### config.mk
export PLATFORM = sky130hd
export DESIGN_NAME = ifu_imem_ctrl
export DESIGN_NICKNAME = d
export VERILOG_FILES = /design/src/rtl/ifu_imem_ctrl.sv
export SDC_FILE = /design/constraint.sdc
export NUM_CORES = 1
export LEC_CHECK = 0
export ABC_AREA = 0
export BUFFER_PORTS_ARGS = -buffer_cell sky130_fd_sc_hd__clkbuf_2
export CAP_MARGIN = 20
export CORE_MARGIN = 2
export CORE_UTILIZATION = 45
export CTS_BUF_LIST = sky130_fd_sc_hd__clkbuf_16
export DETAILED_ROUTE_END_ITERATION = 10
export HOLD_SLACK_MARGIN = 0.06
export PLACE_DENSITY = 0.82
export SYNTH_ARGS = -nofsm -noshare
export SYNTH_HDL_FRONTEND = slang
export SYNTH_SLANG_ARGS = --single-unit
### constraint.sdc
create_clock -name clk -period 3.2 [get_ports clk]
set_clock_uncertainty 0.15 [all_clocks]
set_input_delay 0.96 -clock clk [delete_from_list [all_inputs] [get_ports clk]]
set_output_delay 0.96 -clock clk [all_outputs]
set_load 0.01 [all_outputs]
### src/rtl/ifu_imem_ctrl.sv
// Instruction-memory controller behind the fetch request/response channels.
// Drives a 1-cycle-latency SRAM and returns in-order responses through a 2-entry buffer.
module ifu_imem_ctrl #(
    parameter int                    PC_SIZE    = 32,
    parameter int                    INSTR_SIZE = 32,
    parameter int                    RAM_AW     = 14,
    parameter logic [PC_SIZE-1:0]    BASE_ADDR  = 32'h8000_0000,
    parameter logic [INSTR_SIZE-1:0] NOP_INSTR  = 32'h0000_0013
) (
    input  logic                  clk,
    input  logic                  rst,
    input  logic                  ifu_req_valid,
    output logic                  ifu_req_ready,
    input  logic [PC_SIZE-1:0]    ifu_req_pc,
    output logic                  ifu_rsp_valid,
    input  logic                  ifu_rsp_ready,
    output logic [INSTR_SIZE-1:0] ifu_rsp_instr,
    output logic                  ifu_rsp_err,
    output logic                  ram_cs,
    output logic [RAM_AW-1:0]     ram_addr,
    input  logic [INSTR_SIZE-1:0] ram_rdata
);

    logic [PC_SIZE-3:0] woff;
    logic               err_req;
    logic               accept;
    logic               push;
    logic               pop;

    logic               inflight_q, inflight_d;
    logic               inflight_err_q, inflight_err_d;
    logic [1:0]         cnt_q, cnt_d;
    logic               wptr_q, wptr_d;
    logic               rptr_q, rptr_d;

    logic [1:0][INSTR_SIZE-1:0] buf_instr_q, buf_instr_d;
    logic [1:0]                 buf_err_q, buf_err_d;

    logic [INSTR_SIZE-1:0] ret_data;
    logic                  ret_err;

    // Decode the request address and decide whether it can be accepted.
    always_comb begin
        woff          = ifu_req_pc[PC_SIZE-1:2] - BASE_ADDR[PC_SIZE-1:2];
        err_req       = (ifu_req_pc[1:0] != 2'b00) | (|woff[PC_SIZE-3:RAM_AW]);
        ifu_req_ready = !rst & ((cnt_q + {1'b0, inflight_q}) < 2'd2);
        accept        = ifu_req_valid & ifu_req_ready;
        ram_cs        = accept & !err_req;
        ram_addr      = woff[RAM_AW-1:0];
    end

    // Pick the response: buffer head first, else bypass from the return stage.
    always_comb begin
        ret_err       = inflight_err_q;
        ret_data      = inflight_err_q ? NOP_INSTR : ram_rdata;
        ifu_rsp_valid = 1'b0;
        ifu_rsp_instr = '0;
        ifu_rsp_err   = 1'b0;
        if (!rst) begin
            if (cnt_q != 2'd0) begin
                ifu_rsp_valid = 1'b1;
                ifu_rsp_instr = buf_instr_q[rptr_q];
                ifu_rsp_err   = buf_err_q[rptr_q];
            end else if (inflight_q) begin
                ifu_rsp_valid = 1'b1;
                ifu_rsp_instr = ret_data;
                ifu_rsp_err   = ret_err;
            end
        end
    end

    // Next-state for the return stage and the response buffer.
    always_comb begin
        pop            = ifu_rsp_valid & ifu_rsp_ready & (cnt_q != 2'd0);
        push           = inflight_q & !((cnt_q == 2'd0) & ifu_rsp_ready);
        inflight_d     = accept;
        inflight_err_d = accept & err_req;
        buf_instr_d    = buf_instr_q;
        buf_err_d      = buf_err_q;
        wptr_d         = wptr_q;
        rptr_d         = rptr_q;
        if (push) begin
            buf_instr_d[wptr_q] = ret_data;
            buf_err_d[wptr_q]   = ret_err;
            wptr_d              = ~wptr_q;
        end
        if (pop) begin
            rptr_d = ~rptr_q;
        end
        cnt_d = cnt_q + {1'b0, push} - {1'b0, pop};
    end

    // Control state, cleared by reset so pending work is dropped.
    always_ff @(posedge clk) begin
        if (rst) begin
            inflight_q     <= 1'b0;
            inflight_err_q <= 1'b0;
            cnt_q          <= 2'd0;
            wptr_q         <= 1'b0;
            rptr_q         <= 1'b0;
        end else begin
            inflight_q     <= inflight_d;
            inflight_err_q <= inflight_err_d;
            cnt_q          <= cnt_d;
            wptr_q         <= wptr_d;
            rptr_q         <= rptr_d;
        end
    end

    // Buffer payload; only meaningful when counted, so no reset needed.
    always_ff @(posedge clk) begin
        buf_instr_q <= buf_instr_d;
        buf_err_q   <= buf_err_d;
    end

    // Returned data must never land in a full buffer.
    a_no_push_full: assert property (
        @(posedge clk) disable iff (rst) !(push && cnt_q == 2'd2)
    );

endmodule

==> out/results.tsv <==
metric	value	unit
outcome	complete, no violations	
peakVddDrop	0.325	mV
fin_tns_setup	0	ns
yosys_register_bits	72	
ctsHoldBuffers	0	
overflow	0	
areaGrowthSynthToFinish	20.1	%
max_freq	333	MHz
clock_sinks	72	
post_drt_wl_per_cell	15.8	µm
finalCriticalPeriod	3.00	ns
worst_pin_slew	0.844	ns
n_antenna_cell	0	
syn_nets	353	
yosys_warnings	0	
async_flop_share	0	
leakage	1.68	nW
worstPathRequired	2.09	ns
synth_ff_type	edfxtp_1	
finalSetupViolations	0	
crit_type	in2out	
die_width	93.7	µm
cap_violations	0	
grt_pass1_wl	11600	µm
layoutNonFillerInstCount	464	
dpl.hpwl	4780	µm
min_from	wptr_q	
synth.distinct_cells	36	
rsz0062_at_grt	no	
numCtsBuffers	9	
syn_area_per_cell	12.8	µm²
cpMostUsedCell	clkbuf_2	
htreeDepth	3	
p_per_area	610	nW/µm²
report.final.slew_viol_count	0	
die_area	8770	µm²
synth-edff-count	66	
layout_commonest_cell	clkbuf_2	
finalCritPeriodShare	0.938	
dp_slack	0.207	ns
gp_congestion	0.755	
yosysSeqAreaShare	0.581	
setup_slack	0.199	ns
synth_area	3620	µm²
initialDrtViolationCount	109	
track_usage	0.175	
grt_pass1_vias	2517	
final_cell_mix	89 x clkbuf_2, 66 x edfxtp_1, 32 x mux2_2	
cp-start-kind	primary input	
wl_met1	3130	µm
hold_viol	0	
highest_layer	met4	
place_inst	448	
port_buffers	89	
vias	2436	
drc	0	
critical-path-max-stage-delay	0.53	ns
worst_ep_arrival_time	1.89	ns
cts_tree	yes	
crit_chain	clkbuf_2, or4_1, nor3_1, clkbuf_2	
num-nets-final	427	
grt_max_degree	34	
relSlewSlack	0.437	
core_area	7770	µm²
ant_nets	0	
cts_buffer_depth	2	
start_util	0.466	
drive_above_1_share	0.481	
final_core_util	0.559	
antenna_found_initial	0	
clkLatencyLatePin	0.32	ns
fp.dieH	93.7	µm
viasPerCell	5.25	
crit_fanout	2	
io_pins	118	
hp-class	reg2reg	
hold-worst-slack	0.409	ns
cts_setup_buffers	0	
dr_wl_met3	374	µm
critPathSlowestCell	or4_1	
route.met2.wl	3770	µm
dr.pass1.iters	4	
regToRegStartpoint	cnt_q[1]	
crit_path_end_kind	output pin	
postSynthCellCount	283	
cts_root_buf	clkbuf_16	
startpoint	ifu_req_pc[26]	
cts.clk_slew.worst_paths	0.05	ns
rows	32	
wl	7350	µm
-- timing repair --
| action | in CTS | in global routing |
|---|---|---|
| setup endpoints to repair | 0 | 7 |
| resized for setup | 0 | 2 |
| endpoints found under the hold margin | 0 | 0 |
-- report_power, final --
part | total, mW | leakage (nW) | internal (mW) | switching [mW]
logic | 0.574 | 0.880 | 0.259 | 0.316
clock network | 0.948 | 0.144 | 0.595 | 0.353
registers | 1.13 | 0.655 | 1.09 | 0.0342
-- cell type report --
cell class | count | area [µm²]
clock buffer | 9 | 225
clock inverter | 7 | 63.8
fill | 648 | 3420
inverter | 6 | 22.5
multi-input combinational | 170 | 1270
sequential | 72 | 2100
tap | 102 | 128
timing repair buffer | 98 | 526
-- sequential cells by signal (all words and copies together) (netlist names) --
signal,cells
buf_instr_q,64
buf_err_q,2
cnt_q,2
inflight_err_q,1
inflight_q,1
rptr_q,1
wptr_q,1
-- synth_stat cells, types with 6 or more instances --
cell type  number  area (µm²)
nor2b_1        30         188
a22oi_2        10         125
a21oi_1         6        30.0
nand3_1         6        30.0
mux2_2         32         360
clkbuf_1        8        30.0
buf_4          16         120
inv_1           6        22.5
a22oi_1        18         135
nor2_1         26        97.6
edfxtp_1       66        1980
dfxtp_1         6         120
nor2_2         10        62.6
-- routing by layer --
layer  vias to the layer above  track usage
li1                       1163            -
met1                      1173        0.202
met2                        89        0.310
met3                        11       0.0498
met4                         0       0.0628
met5                         -            0
-- kinds of logic (layout without fill, tap and decap cells) --
family / after synthesis / count (layout) / synth area share
AOI/OAI and AO/OA: 39 / 39 / 0.0910
muxes: 34 / 34 / 0.106
buffers and inverters: 41 / 120 / 0.0674
adders and majority gates: 2 / 2 / 0.00692
DFF: 72 / 72 / 0.581
xor gates and xnor gates: 2 / 2 / 0.00484
and+or+nand+nor: 93 / 93 / 0.143
-- stage by stage --
| step | power [mW] | instance area (µm²) |
|---|---|---|
| after floorplan | 1.57 | 3620 |
| after global placement | 1.70 | 4050 |
| after detailed placement | 1.72 | 4050 |
| after CTS | 2.67 | 4340 |
| after global routing | 2.77 | 4340 |
| final | 2.65 | 4340 |
-- path summary, 6_finish.rpt --
check                                       end  slack [ns]  cells after the start
worst max register to register  buf_instr_q[16]        1.07                      4
worst max-delay path                     ram_cs        0.20                      4
worst min register to register           wptr_q        0.41                      3
worst min-delay path                     wptr_q        0.41                      3
-- worst max-delay path: cells and delay by family --
kind          cells  cell delay (ns)
simple gates      2             0.69
buf+inv           2             0.24
(Power assumes the default switching activity.)
